<file path="src/rtl/alu_issue_unit.sv">
// alu_issue_unit: queues ALU ops in a FIFO, issues them to an external combinational ALU and captures results on a valid/ready port
// Ports: clk/rst_n (async active-low); in_* op push port (valid/ready, use_acc selects acc as A);
//        alu_a/alu_b/alu_sel registered ALU inputs, alu_result/alu_carry ALU outputs;
//        out_* captured result port (valid/ready); acc = last captured result; fifo_count = queue occupancy.
module alu_issue_unit #(
  parameter int WIDTH = 4,
  parameter int DEPTH = 4
) (
  input  logic                     clk,
  input  logic                     rst_n,
  input  logic                     in_valid,
  output logic                     in_ready,
  input  logic [WIDTH-1:0]         in_a,
  input  logic [WIDTH-1:0]         in_b,
  input  logic [2:0]               in_sel,
  input  logic                     in_use_acc,
  output logic [WIDTH-1:0]         alu_a,
  output logic [WIDTH-1:0]         alu_b,
  output logic [2:0]               alu_sel,
  input  logic [WIDTH-1:0]         alu_result,
  input  logic                     alu_carry,
  output logic                     out_valid,
  input  logic                     out_ready,
  output logic [WIDTH-1:0]         out_result,
  output logic                     out_carry,
  output logic                     out_zero,
  output logic [WIDTH-1:0]         acc,
  output logic [$clog2(DEPTH):0]   fifo_count
);
  localparam int AW = $clog2(DEPTH);
  localparam int CW = AW + 1;
  localparam int EW = 2 * WIDTH + 4;
  typedef enum logic [1:0] {IDLE, EXEC, WAIT} state_t;
  state_t state, state_nxt;
  logic [EW-1:0] mem [DEPTH];
  logic [AW-1:0] wr_ptr, rd_ptr;
  logic push, pop, head_use_acc;
  logic [WIDTH-1:0] head_a, head_b;
  logic [2:0] head_sel;
  assign in_ready = fifo_count != CW'(DEPTH);
  assign push = in_valid && in_ready;
  assign {head_use_acc, head_a, head_b, head_sel} = mem[rd_ptr];
  always_comb begin
    pop = fifo_count != '0 && (state == IDLE || (state == WAIT && out_ready));
    state_nxt = pop ? EXEC
              : state == EXEC ? WAIT
              : (state == WAIT && out_ready) ? IDLE
              : state;
  end
  always_ff @(posedge clk or negedge rst_n)
    if (!rst_n) state <= IDLE;
    else state <= state_nxt;
  always_ff @(posedge clk)
    if (push) mem[wr_ptr] <= {in_use_acc, in_a, in_b, in_sel};
  always_ff @(posedge clk or negedge rst_n) begin
    if (!rst_n) begin
      wr_ptr <= '0;
      rd_ptr <= '0;
      fifo_count <= '0;
      alu_a <= '0;
      alu_b <= '0;
      alu_sel <= '0;
      out_valid <= 1'b0;
      out_result <= '0;
      out_carry <= 1'b0;
      out_zero <= 1'b0;
      acc <= '0;
    end else begin
      if (push) wr_ptr <= wr_ptr + 1'b1;
      if (pop) rd_ptr <= rd_ptr + 1'b1;
      fifo_count <= fifo_count + CW'(push) - CW'(pop);
      // acc is captured in EXEC, always before the next pop, so chained ops see the fresh value
      if (pop) begin
        alu_a <= head_use_acc ? acc : head_a;
        alu_b <= head_b;
        alu_sel <= head_sel;
      end
      if (state == EXEC) begin
        out_valid <= 1'b1;
        out_result <= alu_result;
        out_carry <= alu_carry;
        out_zero <= alu_result == '0;
        acc <= alu_result;
      end else if (state == WAIT && out_ready) begin
        out_valid <= 1'b0;
      end
    end
  end
endmodule

</file>
<file path="config.mk">
export PLATFORM = sky130hd
export DESIGN_NAME = alu_issue_unit
export DESIGN_NICKNAME = d
export VERILOG_FILES = /design/src/rtl/alu_issue_unit.sv
export SDC_FILE = /design/constraint.sdc
export NUM_CORES = 1
export LEC_CHECK = 0
export CAP_MARGIN = 20
export CORE_ASPECT_RATIO = 0.9
export CORE_MARGIN = 2
export CORE_UTILIZATION = 50
export CTS_CLUSTER_DIAMETER = 50
export CTS_CLUSTER_SIZE = 28
export DETAILED_ROUTE_END_ITERATION = 16
export PLACE_DENSITY = 0.81
export SYNTH_ARGS = -nofsm -noshare
export SYNTH_HDL_FRONTEND = slang
export SYNTH_SLANG_ARGS = --single-unit
</file>
<file path="constraint.sdc">
create_clock -name clk -period 2.9 [get_ports clk]
set_clock_uncertainty 0.2 [all_clocks]
set_input_delay 0.435 -clock clk [delete_from_list [all_inputs] [get_ports clk]]
set_output_delay 0.435 -clock clk [all_outputs]
set_load 0.03 [all_outputs]
</file>
* Word-level counts from Yosys, hierarchy flattened *
Memories as Yosys holds them, arrays and structs flattened.
Cells that the tools add are included.

storage, ports and cells
  flip-flop bits (word level) = 27
  RAM bits = 48
  bits of input ports = 21
  output and inout port bits = 26
  logic and storage cells = 36
  memories = 1

cells by class
  add/subtract/negate cells = 4
  equal/unequal tests = 3
  mux-type cells = 8
  reductions and logical operators = 9

memories
  memory  depth  bits a word  rd ports  clocked after memory_dff  wr ports  RTL line  RTL
  mem     4      12           1         0                         1         35        logic [EW-1:0] mem [DEPTH];

operators by type and width
  cell                                                              count
  2-bit two-way mux                                                 3
  3-bit nonzero test                                                2
  2-bit by 1-bit adder with 2-bit output (second input constant)    2
  4-bit logical NOT                                                 1
  1-bit two-way mux                                                 4
  4-bit two-way mux                                                 1
  3-bit by 1-bit adder with 3-bit output                            1
  1-bit logical AND                                                 3
  3-bit != test (second input constant)                             1
  3-bit by 1-bit subtractor with 3-bit output                       1
  2-bit by 1-bit == test with 1-bit output (second input constant)  1
  2-bit == test (second input constant)                             1
  2-bit logical NOT                                                 1
  2-bit nonzero test                                                1
  1-bit logical OR                                                  1

* Longest topological paths before layout *
Gate-level depths: netlist of the first run.

  depth after elaboration = 5
  mapped depth = 10
  gate-level depth less buffers = 10

* Worst setup path before layout of the first run *
Ideal clock, no wire load.

  path type = register to register
  start = register fifo_count[1]
  end = register fifo_count[2]
  library setup time = 0.134 ns
  arrival time = 2.504 ns
  data required time = 2.566 ns
  setup slack = 0.062 ns
  cell stages (with the launch flop) = 11
  cell sequence = dfrtp_1 -> or3b_1 -> and2_1 -> inv_1 -> ha_1 -> inv_1 -> ha_1 -> inv_1 -> fa_1 -> xnor2_1 -> xnor2_1

on the way
  word-level cells in the longest chain between the ends = 4
  elaborated cells between the ends (all ways) = 6
  classes of those cells = add/sub: 2; eq/ne: 1; reduce/logical: 3

ends and longest elaborated chain
  element                                      RTL line  RTL
  start: declaration                           28        output logic [$clog2(DEPTH):0] fifo_count
  start signal: assignment                     71        fifo_count <= fifo_count + CW'(push) - CW'(pop);
  3-bit != test                                40        assign in_ready = fifo_count != CW'(DEPTH);
  named net in_ready                           12        output logic in_ready,
  1-bit logical AND                            41        assign push = in_valid && in_ready;
  3-bit by 1-bit adder with 3-bit output       71
  3-bit by 1-bit subtractor with 3-bit output  71

The timed path passes the listed nets, and every way through them passes these cells.
A chain may end at the register's enable or synchronous reset.

* Worst setup path after layout of the first run *
  start = register fifo_count[1]
  end = register fifo_count[2]

on the way
  word-level cells in the longest chain between the ends = 4
  elaborated cells between the ends (all ways) = 6
  classes of those cells = add/sub: 2; eq/ne: 1; reduce/logical: 3

ends and longest elaborated chain
  element                                          RTL line
  3-bit != test                                    40
  1-bit logical AND                                41
  3-bit by 1-bit adder with 3-bit output           71
  3-bit by 1-bit subtractor with 3-bit output (*)  71

Every way passes the cells marked *; elsewhere a longest branch is shown, timed or not.

==> flow_summary.yaml, run 1 <==
worst_setup_path:
  end_kind: "flop"
  slowest_stage: "or3b_1"
  cpMostUsedCell: "inv_1"
  worst_ep_arrival_time_ns: 2.70
  worstSetupPathType: "reg -> reg"
  worstPathRequired_ns: 2.93
  cp_max_fo: 6
  path_cells: "or3b_1, and2_1, inv_1, ha_1, inv_1, ha_1, inv_1, fa_1, xnor2_1, xnor2_1"
  startpoint_type: "flop"
  slowest_delay_ns: 0.49
  path_buf_inv: 3
  path_delay_family: "simple AND/OR/NAND/NOR gates"
sta:
  max_clock_freq_mhz: 375
  fin_crit_sh_pct: 92.0
  relSlewSlack_pct: 54.2
  setup_viol: 0
  min_period_ns: 2.67
  worst_pin_slew_ns: 0.688
  slew_viol_final: 0
  hold_viol: 0
  setup_tns_ns: 0
  rsz0062_at_grt: "no"
cts:
  htree_num_levels: 3
  cts_tree: "yes"
  root_buffer: "clkbuf_8"
  hold_buffers: 0
  cts_made_buffers: 9
  clk_pin_slew_ns: 0.08
  cts_resized: 0
  max-clock-path-buffers: 2
  clock_sinks: 75
  post_cts_buffers: 0
  worst_skew_pair.late_latency_ns: 0.34
global_route:
  grt_overflow: 0
  track_usage_pct: 16.8
  antenna_found_initial: 0
  grt_pass1_vias: 1581
  grt_first_pass_wirelength_um: 8120
  grt_max_degree: 28
floorplan:
  coreArea_um2: 5760
  die_height_um: 77.8
  initial_utilization_pct: 52.5
  num_rows: 26
  die_area_um2: 6690
  ios: 47
  chipWidth_um: 86.0
cells_and_area:
  nets: 233
  fillCellCount: 390
  diodes: 0
  areaGrowthSynthToFinish_pct: 22.1
  drive_gt1_share_pct: 20.5
  final_cells: 280
placed_design:
  gp_congestion: 0.745
  dp_cells: 264
  port_buffers: 46
  dp.final_hpwl_um: 3480
worst_hold_path:
  min_path_type: "in -> async"
detailed_routing:
  vias_per_cell: 5.37
  wl_um: 5060
  num_vias: 1504
  drt_iter0_markers: 55
  firstDrtPassIters: 2
  wl_per_cell_um: 18.1
  drtAntennaViolNets: 0
  drcViolationCount: 0
synth:
  synth.distinct_cells: 27
  synth-edff-count: 48
  ys_seq_area_share_pct: 70.0
  syn-cell-area_um2: 3030
  synth_nets: 182
  yosysWarnings: 0
  ys.flop_type: "edfxtp_1"
  syn_inst: 154
  ys_async_sr_fraction_pct: 36.0
  syn_area_per_cell_um2: 19.6
  ys_ff_latch: 75
power_and_ir_drop:
  max-vdd-ir-drop_mv: 0.533
  power_density_nw_per_um2: 1110
  power.leakage_nw: 1.40
  total_power_mw: 4.11
flow_run:
  drv_cap: 0
status:
  status: "complete, no violations"
-- metal layers --
layer / track usage [%] / share of wire, % / wire length, um
met5: 0 / 0 / 0
met4: 9.21 / 2.6 / 131
met3: 4.79 / 4.8 / 244
met2: 27.5 / 50 / 2510
met1: 19.9 / 43 / 2170
-- layout make-up --
class | instances | area [um^2] | area share, %
inverters | 7 | 26.3 | 0.711
repair buffers | 49 | 483 | 13.1
clock buffers | 11 | 131 | 3.56
flip-flops and latches | 75 | 2120 | 57.3
clock inverters | 5 | 30.0 | 0.813
well taps | 70 | 87.6 | 2.37
multi-input cells | 63 | 820 | 22.2
-- where the power goes --
group | total, mW | internal [mW] | switching, mW
Combinational | 1.72 | 0.874 | 0.842
Clock | 0.674 | 0.307 | 0.367
Sequential | 1.72 | 1.49 | 0.227
-- flip-flops by register name (all words and copies together), names as in the netlist --
signal,flops
alu_a,4
out_carry,1
wr_ptr,2
fifo_count,3
out_result,4
state,2
alu_sel,3
out_valid,1
mem,48
out_zero,1
alu_b,4
rd_ptr,2
-- cells in the final DEF, fill, tap and decap left out, drive strengths merged --
cell type,n
or2,1
nor4b,1
a21oi,1
xor2,2
a21o,1
xnor2,3
or3b,1
buf,3
nor2b,2
inv,7
dfrtp,27
mux4,12
nor3,2
ha,6
nor2,1
o21ai,1
and2,1
mux2,22
clkinvlp,2
clkinv,3
and3,4
fa,1
clkdlybuf4s50,46
edfxtp,48
clkbuf,11
nor4,1
-- worst paths after layout --
path	slack, ns	startpoint	depth (start not counted)	endpoint
min in group clk	0.31	state[1]$_DFFE_PN0P_	1	out_valid$_DFFE_PN0P_
worst max-delay path	0.23	fifo_count[1]$_DFF_PN0_	10	fifo_count[2]$_DFF_PN0_
worst max register to register	0.23	fifo_count[1]$_DFF_PN0_	10	fifo_count[2]$_DFF_PN0_
worst min-delay path	0.27	rst_n	2	rd_ptr[1]$_DFFE_PN0P_
worst min register to register	0.31	state[1]$_DFFE_PN0P_	1	out_valid$_DFFE_PN0P_
max in group asynchronous	1.97	rst_n	2	alu_b[2]$_DFFE_PN0P_
-- synth_stat cells, types with 2 or more instances --
cell	number	area (um^2)
mux4_1	10	263
xor2_1	2	17.5
nor3_1	2	10.0
xnor2_1	3	26.3
buf_4	5	37.5
and3_1	4	25.0
buf_6	2	22.5
mux4_2	2	45.0
dfrtp_1	27	676
inv_1	7	26.3
mux2_4	4	60.1
ha_1	6	75.1
nor2b_1	2	12.5
edfxtp_1	48	1440
mux2_2	18	203
-- stage by stage --
step | instance area [um^2] | utilization, % | hold WS [ns] | setup slack, ns
4_1_cts | 3690 | 64.2 | 0.264 | 0.214
2_1_floorplan | 3030 | - | -0.0606 | 0.0619
5_1_grt | 3690 | 64.2 | 0.282 | 0.108
6_report | 3690 | 64.2 | 0.270 | 0.232
3_3_place_gp | 3530 | 61.4 | 0.276 | 0.265
3_5_place_dp | 3530 | 61.4 | 0.308 | 0.161
-- worst reg2reg max path, delay by kind of cell, from the launching register on --
family	cells	cell delay (ns)
adder cells (fa/ha/maj)	3	0.72
XOR/XNOR	2	0.28
buffers and inverters	3	0.18
AND/OR/NAND/NOR	2	0.73
flip-flops	1	0.45
-- kinds of logic (layout without fill, tap and decap cells) --
family                   Yosys count  in the layout  share of synthesized area, %
AO/OA/AOI/OAI                      3              3                         0.579
XOR/XNOR                           5              5                          1.45
adder cells (fa/ha/maj)            7              7                          3.14
buffers and inverters             16             72                          3.10
flip-flops                        75             75                          70.0
multiplexers                      34             34                          18.9
AND/OR/NAND/NOR                   14             14                          2.90
(Power assumes the default switching activity.)
==> run 2, diff against run 1 <==
==> constraint.sdc (replaced) <==
create_clock -name clk -period 2.9 [get_ports clk]
set_clock_uncertainty 0.2 [all_clocks]
set_input_delay 0.58 -clock clk [delete_from_list [all_inputs] [get_ports clk]]
set_output_delay 0.58 -clock clk [all_outputs]
set_load 0.03 [all_outputs]
==> run 2 against run 1 <==
Utilization up 1.5 points. Die area unchanged. First-iteration DRC count up 1.8%. Combinational power about the same. Sequential power about the same. Cell count unchanged. Sequential share of layout area down 1.3 points. Maximum frequency down 3.3%. Routed wire length up 1.8%. Clock-buffer cell count down 2. Cell area up 2.3%. Register-to-register slack worse by 0.09 ns.
==> flow_summary.yaml, run 2 (synthesis gave the netlist of run 1 again) <==
sta:
  setup_viol: 0
  relSlewSlack_pct: 56.2
  max_clock_freq_mhz: 363
  fin_crit_sh_pct: 95.1
  hold_viol: 0
  worst_pin_slew_ns: 0.657
  min_period_ns: 2.76
  rsz0062_at_grt: "no"
  layout_setup_ws_ns: 0.142
  slew_viol_final: 0
worst_setup_path:
  worstSetupPathType: "reg -> reg"
  worstReg2RegStart: "fifo_count[1]$_DFF_PN0_"
  end_kind: "flop"
  worst_ep_arrival_time_ns: 2.83
  worstPathRequired_ns: 2.97
  cpMostUsedCell: "inv_1"
  slowest_delay_ns: 0.49
  cp_max_fo: 6
  slowest_stage: "or3b_1"
  path_cells: "or3b_1, and2_1, inv_1, ha_1, inv_1, ha_1, inv_1, fa_1, xnor2_1, xnor2_1"
  reg2reg_depth: 10
  startpoint_type: "flop"
  r2r-end: "fifo_count[2]$_DFF_PN0_"
  r2r_slack_ns: 0.14
detailed_routing:
  drt_iter0_markers: 56
  wl_um: 5150
  vias_per_cell: 5.40
  firstDrtPassIters: 6
  drtAntennaViolNets: 0
  drcViolationCount: 0
  wl_per_cell_um: 18.4
  num_vias: 1513
flow_run:
  drv_cap: 0
placed_design:
  place_area_um2: 3530
  port_buffers: 46
  post-place-ws_ns: -0.0345
  dp.final_hpwl_um: 3480
  gp_congestion: 0.747
cts:
  clk_pin_slew_ns: 0.08
  post_cts_buffers: 0
  hold_buffers: 0
  root_buffer: "clkbuf_8"
  clock_sinks: 75
  max-clock-path-buffers: 2
  htree_num_levels: 3
  cts_tree: "yes"
  cts_resized: 0
  cts_made_buffers: 9
  worst_skew_pair.late_latency_ns: 0.34
global_route:
  track_usage_pct: 17.0
  grt_max_degree: 28
  grt_first_pass_wirelength_um: 8270
  grt_overflow: 0
  antenna_found_initial: 0
  grt_pass1_vias: 1707
floorplan:
  die_area_um2: 6690
  chipWidth_um: 86.0
  initial_utilization_pct: 52.5
  num_rows: 26
  ios: 47
  coreArea_um2: 5760
  die_height_um: 77.8
power_and_ir_drop:
  power_density_nw_per_um2: 1170
  power.leakage_nw: 1.44
  max-vdd-ir-drop_mv: 0.487
cells_and_area:
  diodes: 0
  design_area_um2: 3780
  areaGrowthSynthToFinish_pct: 25.0
  nets: 233
  layout_common_cells: "edfxtp_1 (48), clkdlybuf4s50_1 (46), dfrtp_1 (27), mux2_2 (18), mux4_1 (10)"
  largest_reg_flops: 48
  drive_gt1_share_pct: 21.4
  top_register: "mem"
  mostFrequentLayoutCell: "edfxtp_1"
worst_hold_path:
  min_path_type: "reg -> reg"
  hold_depth: 1
  min_to: "alu_a[1]$_DFFE_PN0P_"
  holdCritStartpoint: "alu_a[1]$_DFFE_PN0P_"
status:
  status: "complete, no violations"
[run 2: cell types whose count changed in the layout (fill, tap and decap cells not counted), sizes merged]
| cell | change |
|---|---|
| bufinv | +3 |
| clkbuf | -2 |
| clkinv | -1 |
| clkinvlp | -1 |
| inv | +1 |
[run 2: metrics by stage]
stage	util (%)	hold slack (ns)	TNS, ns	std cells	total power [mW]
3_5_place_dp	61.4	0.299	-0.0345	264	3.49
2_1_floorplan	-	0.0844	0	154	2.91
4_1_cts	65.7	0.317	0	280	4.46
6_report	65.7	0.316	0	280	4.42
5_1_grt	65.7	0.330	0	280	4.65
3_3_place_gp	61.4	0.276	0	264	3.39
[run 2: cell type report]
type,instances,area (um^2)
multi-input combinational,63,820
clock inverter,7,124
inverter,7,26.3
tap,70,87.6
sequential,75,2120
fill,400,1980
clock buffer,9,124
timing repair buffer,49,483
[run 2: layer usage]
layer	track usage, %	up-vias	routed length, um
met5	0	-	0
met4	4.44	0	55
met3	8.09	9	308
met2	29.2	47	2690
met1	18.8	768	2100
li1	-	689	-
[run 2: critical path: cells and delay by family (launching register included)]
kind	cells	cell delay, ns
xor+xnor	2	0.38
fa+ha+maj	3	0.73
buf+inv	3	0.19
flops	1	0.46
simple gates	2	0.73
[run 2: worst max path at each step]
stage,startpoint,to,cells after the start
2_1_floorplan,fifo_count[1]$_DFF_PN0_,fifo_count[2]$_DFF_PN0_,10
3_3_place_gp,in_valid,fifo_count[2]$_DFF_PN0_,10
3_5_place_dp,in_valid,fifo_count[2]$_DFF_PN0_,10
4_1_cts,fifo_count[1]$_DFF_PN0_,fifo_count[2]$_DFF_PN0_,10
5_1_grt,fifo_count[1]$_DFF_PN0_,fifo_count[2]$_DFF_PN0_,10
6_report,fifo_count[1]$_DFF_PN0_,fifo_count[2]$_DFF_PN0_,10
[run 2: report_power, final]
group / leakage, nW / switching [mW] / internal, mW / total, mW
combinational: 0.567 / 0.857 / 0.873 / 1.73
sequential: 0.757 / 0.227 / 1.49 / 1.72
clock: 0.120 / 0.389 / 0.577 / 0.966
==> edit 1 (settings of run 2) <==
Change the parameter `DEPTH` from 4 to 2.
--- a/src/rtl/alu_issue_unit.sv
+++ b/src/rtl/alu_issue_unit.sv
@@ -6,3 +6,3 @@
   parameter int WIDTH = 4,
-  parameter int DEPTH = 4
+  parameter int DEPTH = 2
 ) (
Interface: changed (resized fifo_count); port bits go from 47 to 46. The function was not compared with the original's and may differ.
==> edit 1 against run 2 <==
  * Wire length is 31% lower
  * Sequential power is 48% lower
  * Area after synthesis is 34% lower
  * Sequential share of layout area is 4.2 points lower
  * Sequential cell count is 27 lower
  * Cell area is 32% lower
  * Largest cell class unchanged
  * Worst setup slack better by 390 ps
  * Total power is 62% lower
==> edit 1: results (changes against run 2) <==
[metrics] worst vdd ir: 0.0003768 V (-23%)
[metrics] status: complete, no violations
[metrics] via count: 1049 (-31%)
[metrics] arrival time of data at the critical path endpoint: 1590 ps (-1240 ps)
[metrics] Cells after DPL: 200 (-24%)
[metrics] largest register by flop count: mem
[metrics] post-CTS sizing: 0 (unchanged)
[metrics] number of setup buffers added after CTS: 0 (unchanged)
[metrics] most numerous cell types in the synthesized netlist: 24 x sky130_fd_sc_hd__dfrtp_1, 24 x sky130_fd_sc_hd__edfxtp_1, 12 x sky130_fd_sc_hd__mux2_4, 12 x sky130_fd_sc_hd__mux2i_1, 11 x sky130_fd_sc_hd__mux2_2
[metrics] total routing usage reported by global routing: 0.1833 (+0.01366)
[metrics] share of final-layout standard cells stronger than drive strength 1: 0.2160 (+0.001764)
[metrics] CTS root buffer: sky130_fd_sc_hd__clkbuf_8
[metrics] unique cell type count in the Yosys netlist: 23 (-15%)
[metrics] classification of the worst-slack hold path: reg2reg
[metrics] Clock H-tree levels: 2 (-1)
[metrics] antenna diode instance count: 0 (unchanged)
[metrics] pin count of the biggest net entering global routing: 25 (-11%)
[metrics] # nets final: 184 (-21%)
[metrics] wire length per cell: 17.10 um (-7.0%)
[metrics] top cells by area, synth: sky130_fd_sc_hd__edfxtp_1 36%, sky130_fd_sc_hd__dfrtp_1 30%, sky130_fd_sc_hd__mux2_4 9.1%
[metrics] First-pass DRT Iterations: 4 (-2)
[metrics] critical-path maximum fanout: 4 (-2)
[metrics] count of flip-flops with a built-in enable after synthesis: 24 (-50%)
[metrics] synthesis warning total: 0 (unchanged)
[metrics] predominant post-synthesis flop cell: sky130_fd_sc_hd__edfxtp_1
[metrics] sequential area share after synthesis: 0.6662 (-0.03351)
[metrics] worst relative slew slack: 0.5261 (-0.03599)
[metrics] antenna violations before repair: 0 (unchanged)
[metrics] number of design-rule violations left by the first detailed-router iteration: 93 (+66%)
[metrics] Buffers on Ports: 45 (-2.2%)
[metrics] buffers from clock root to sink, at most: 2 (unchanged)
[metrics] clock transition at the register clock pins on the worst setup and hold paths after CTS: 80 ps (about the same)
[metrics] estimated wirelength of the detail-placed design: 2468 um (-29%)
[metrics] number of buffers added by the clock tree synthesis step: 5 (-4)
[metrics] gate count of the mapped netlist: 115 (-25%)
[metrics] gpl congestion: 0.8091 (+8.3%)
[metrics] Leak: 1.057 nW (-27%)
[metrics] wire length of the first global-routing pass: 6023 um (-27%)
[metrics] Post-Place Setup Slack: 493.6 ps (+528.1 ps)
[metrics] number of flip-flops under the largest register name: 24 (-50%)
[metrics] Placed Area: 2446 um2 (-31%)
[metrics] number of global-route vias before repair: 1186 (-31%)
[metrics] Async S/R FF share, synth: 0.5000 (+0.1400)
[metrics] Post-Route WL: 3556 um (-31%)
[metrics] Net Count, Synth: 138 (-24%)
[metrics] clock latency reported for the late side of the worst-skew pair: 300 ps (-40 ps)
[edit 1: layer usage]
layer	GRT usage	share of wire	wire length, um
met5	0	0	0
met4	0.05769	0.015	55
met3	0.06151	0.060	212
met2	0.2972	0.49	1757
met1	0.2342	0.43	1530
[edit 1: critical path, stage by stage, from the launching register on]
cell	delay, ps
sky130_fd_sc_hd__dfrtp_1	440
sky130_fd_sc_hd__nand2b_1	170
sky130_fd_sc_hd__clkdlybuf4s50_1	680
[edit 1: final timing paths]
kind	to	startpoint	slack, ps	cells after the start
worst min-delay path	out_zero	out_zero	300	2
worst max register to register	fifo_count[1]	fifo_count[0]	1050	7
worst max-delay path	in_ready	fifo_count[0]	530	2
max in group asynchronous	alu_b[1]	rst_n	1810	2
worst min register to register	out_zero	out_zero	300	2
min in group asynchronous	fifo_count[1]	rst_n	440	2
[edit 1: where the power goes]
part / total, mW / switching [mW] / leakage [nW] / internal, mW
registers: 0.892 / 0.0590 / 0.524 / 0.833
clock network: 0.465 / 0.209 / 0.0552 / 0.256
logic: 0.317 / 0.168 / 0.477 / 0.149
total: 1.68 / 0.437 / 1.06 / 1.24
[edit 1: cell families (layout without fill, tap and decap cells)]
| group | after synthesis | count (layout) | share of synthesized area |
|---|---|---|---|
| flops | 48 | 48 | 0.6662 |
| mux | 35 | 35 | 0.2139 |
| buf+inv | 13 | 60 | 0.04164 |
| simple gates | 7 | 7 | 0.01893 |
| compound gates | 6 | 6 | 0.02902 |
| xor+xnor | 4 | 4 | 0.01766 |
| fa+ha+maj | 2 | 2 | 0.01262 |
[edit 1: area by class of cell]
type                            count  area, um2
Sequential cell                    48       1321
Fill cell                         258       1204
Multi-Input combinational cell     54      579.3
Timing Repair Buffer               48      473.0
Clock buffer                        6      72.57
Tap cell                           46      57.56
Clock inverter                      2      35.03
Inverter                            4      15.01
==> edit 2 (flow settings as in run 2) <==
Without the edit above. Re-encode `state_t` (3 states) as one-hot, 3 bits wide.
--- a/src/rtl/alu_issue_unit.sv
+++ b/src/rtl/alu_issue_unit.sv
@@ -32,3 +32,3 @@
   localparam int EW = 2 * WIDTH + 4;
-  typedef enum logic [1:0] {IDLE, EXEC, WAIT} state_t;
+  typedef enum logic [2:0] {IDLE = 3'b001, EXEC = 3'b010, WAIT = 3'b100} state_t;
   state_t state, state_nxt;
Function: no difference found for any inputs over 10 cycles, from zero or initial values and one cycle with rst_n low; not proved beyond that.
==> edit 2 against run 2 <==
  * Worst setup slack better by 88 ps
  * Area after synthesis is 1.6% higher
  * Global-route usage down 0.57 points
  * Core utilization fell by 2.2 points
  * Sequential cell count up 1
  * Cell area grew 1.4%
  * Register-to-register slack better by 450 ps
  * Hold slack got worse by 8.0 ps
  * Wire length fell by 4.6%
  * Count of clock-buffer cells in the layout stayed put
  * Critical endpoint is now in_ready
Power is not compared: it rests on default switching activity, and its combinational part moved more than twofold at a synthesized area within 25%.
==> edit 2: results (changes against run 2) <==
[metrics] arrival time of data at the critical path endpoint: 1890 ps (-940 ps)
[metrics] top cells by area, synth: sky130_fd_sc_hd__edfxtp_1 47%, sky130_fd_sc_hd__dfrtp_1 22%, sky130_fd_sc_hd__mux4_1 7.7%
[metrics] number of buffers added by the clock tree synthesis step: 9 (unchanged)
[metrics] CTS root buffer: sky130_fd_sc_hd__clkbuf_8
[metrics] share of final-layout standard cells stronger than drive strength 1: 0.2100 (-0.004240)
[metrics] number of flip-flops under the largest register name: 48 (unchanged)
[metrics] transition time at the pin with the least slew margin: 690.0 ps (+33.09 ps)
[metrics] total routing usage reported by global routing: 0.1639 (-0.005662)
[metrics] # nets final: 242 (+3.9%)
[metrics] Placed Area: 3598 um2 (+1.8%)
[metrics] classification of the worst-slack hold path: reg2reg
[metrics] critical-path maximum fanout: 7 (+1)
[metrics] gpl congestion: 0.7388 (-1.1%)
[metrics] switching power total: roughly 0.68 mW
[metrics] sequential area share after synthesis: 0.6972 (-0.002560)
[metrics] worst vdd ir: ~0.00042 V
[metrics] Critical Path Slowest Stage Cell: sky130_fd_sc_hd__clkdlybuf4s50_1
[metrics] number of setup buffers added after CTS: 0 (unchanged)
[metrics] Buffers on Ports: 46 (unchanged)
[metrics] register bit count reported by yosys: 76 (+1.3%)
[metrics] antenna diode instance count: 0 (unchanged)
[metrics] status: complete, no violations
[metrics] Async S/R FF share, synth: 0.3684 (+0.008421)
[metrics] First-pass DRT Iterations: 4 (-2)
[metrics] Clock H-tree levels: 3 (unchanged)
[metrics] pin count of the biggest net entering global routing: 29 (+3.6%)
[metrics] buffers from clock root to sink, at most: 2 (unchanged)
[metrics] unique cell type count in the Yosys netlist: 31 (+15%)
[metrics] clock latency reported for the late side of the worst-skew pair: 340 ps (about the same)
[metrics] clock transition at the register clock pins on the worst setup and hold paths after CTS: approximately 70 ps
[metrics] dominant delay contributor by cell family on the critical path: buffers and inverters
[metrics] antenna violations before repair: 0 (unchanged)
[metrics] estimated wirelength of the detail-placed design: 3178 um (-8.6%)
[metrics] Post-Route Setup TNS: 0 ps (unchanged)
[metrics] stage delay of the slowest cell on the critical path: 630 ps (+140 ps)
[metrics] largest register by flop count: mem
[metrics] count of flip-flops with a built-in enable after synthesis: 48 (unchanged)
[metrics] most numerous cell types in the synthesized netlist: 48 x sky130_fd_sc_hd__edfxtp_1, 27 x sky130_fd_sc_hd__dfrtp_1, 20 x sky130_fd_sc_hd__mux2_2, 9 x sky130_fd_sc_hd__mux4_1, 7 x sky130_fd_sc_hd__inv_1
[metrics] synthesis warning total: 0 (unchanged)
[metrics] Net Count, Synth: 189 (+3.8%)
[metrics] wire length per cell: 16.87 um (-8.2%)
[metrics] number of design-rule violations left by the first detailed-router iteration: 77 (+38%)
[metrics] Leak: 1.498 nW
[metrics] wire length of the first global-routing pass: 8107 um (-1.9%)
[metrics] post-CTS sizing: 0 (unchanged)
[metrics] via count: 1565 (+3.4%)
[metrics] Post-Place Setup Slack: 50.24 ps (+84.71 ps)
## edit 2: cell type report
cell class	count	area [um2]
clock buffer	9	123.9
clock inverter	6	112.6
fill	446	2212
inverter	7	26.28
multi-input combinational	71	848.3
sequential	76	2143
tap	72	90.09
timing repair buffer	50	490.5
## edit 2: layer usage
layer,wire length [um],GRT usage,up-vias
li1,-,-,727
met1,2162,0.2025,784
met2,2408,0.2638,48
met3,285,0.07150,6
met4,53,0.04688,0
met5,0,0,-
## edit 2: stage by stage
step           utilization  cells
2_1_floorplan            -    162
3_3_place_gp        0.5951    276
3_5_place_dp        0.5951    276
4_1_cts             0.6342    291
5_1_grt             0.6342    291
6_report            0.6342    291
## edit 2: power by group through the flow
stage               clock, mW  sequential (mW)  combinational, mW
floorplan                   0             1.45              0.236
global placement            0             1.42              0.428
detailed placement          0             1.42              0.443
CTS                     0.969             1.41              0.444
global route             1.01             1.42              0.482
finish                  0.941             1.40              0.434
## edit 2: worst paths after layout
path                               start             to  slack, ps  depth (start not counted)
min reg2reg                    out_carry      out_carry        310                          1
min                            out_carry      out_carry        310                          1
max reg2reg                fifo_count[1]  fifo_count[2]        590                          7
min in group asynchronous          rst_n       alu_b[3]        420                          2
max in group asynchronous          rst_n       state[0]       1760                          2
max                        fifo_count[1]       in_ready        230                          2
## edit 2: logic make-up (layout without fill, tap and decap cells)
group / count (synthesis) / count (layout) / synth area share
adders and majority gates: 6 / 6 / 0.02686
DFF: 76 / 76 / 0.6972
AOI/OAI and AO/OA: 8 / 8 / 0.01872
xor gates and xnor gates: 6 / 6 / 0.01709
buffers and inverters: 15 / 72 / 0.02686
and+or+nand+nor: 17 / 17 / 0.03134
muxes: 34 / 34 / 0.1819
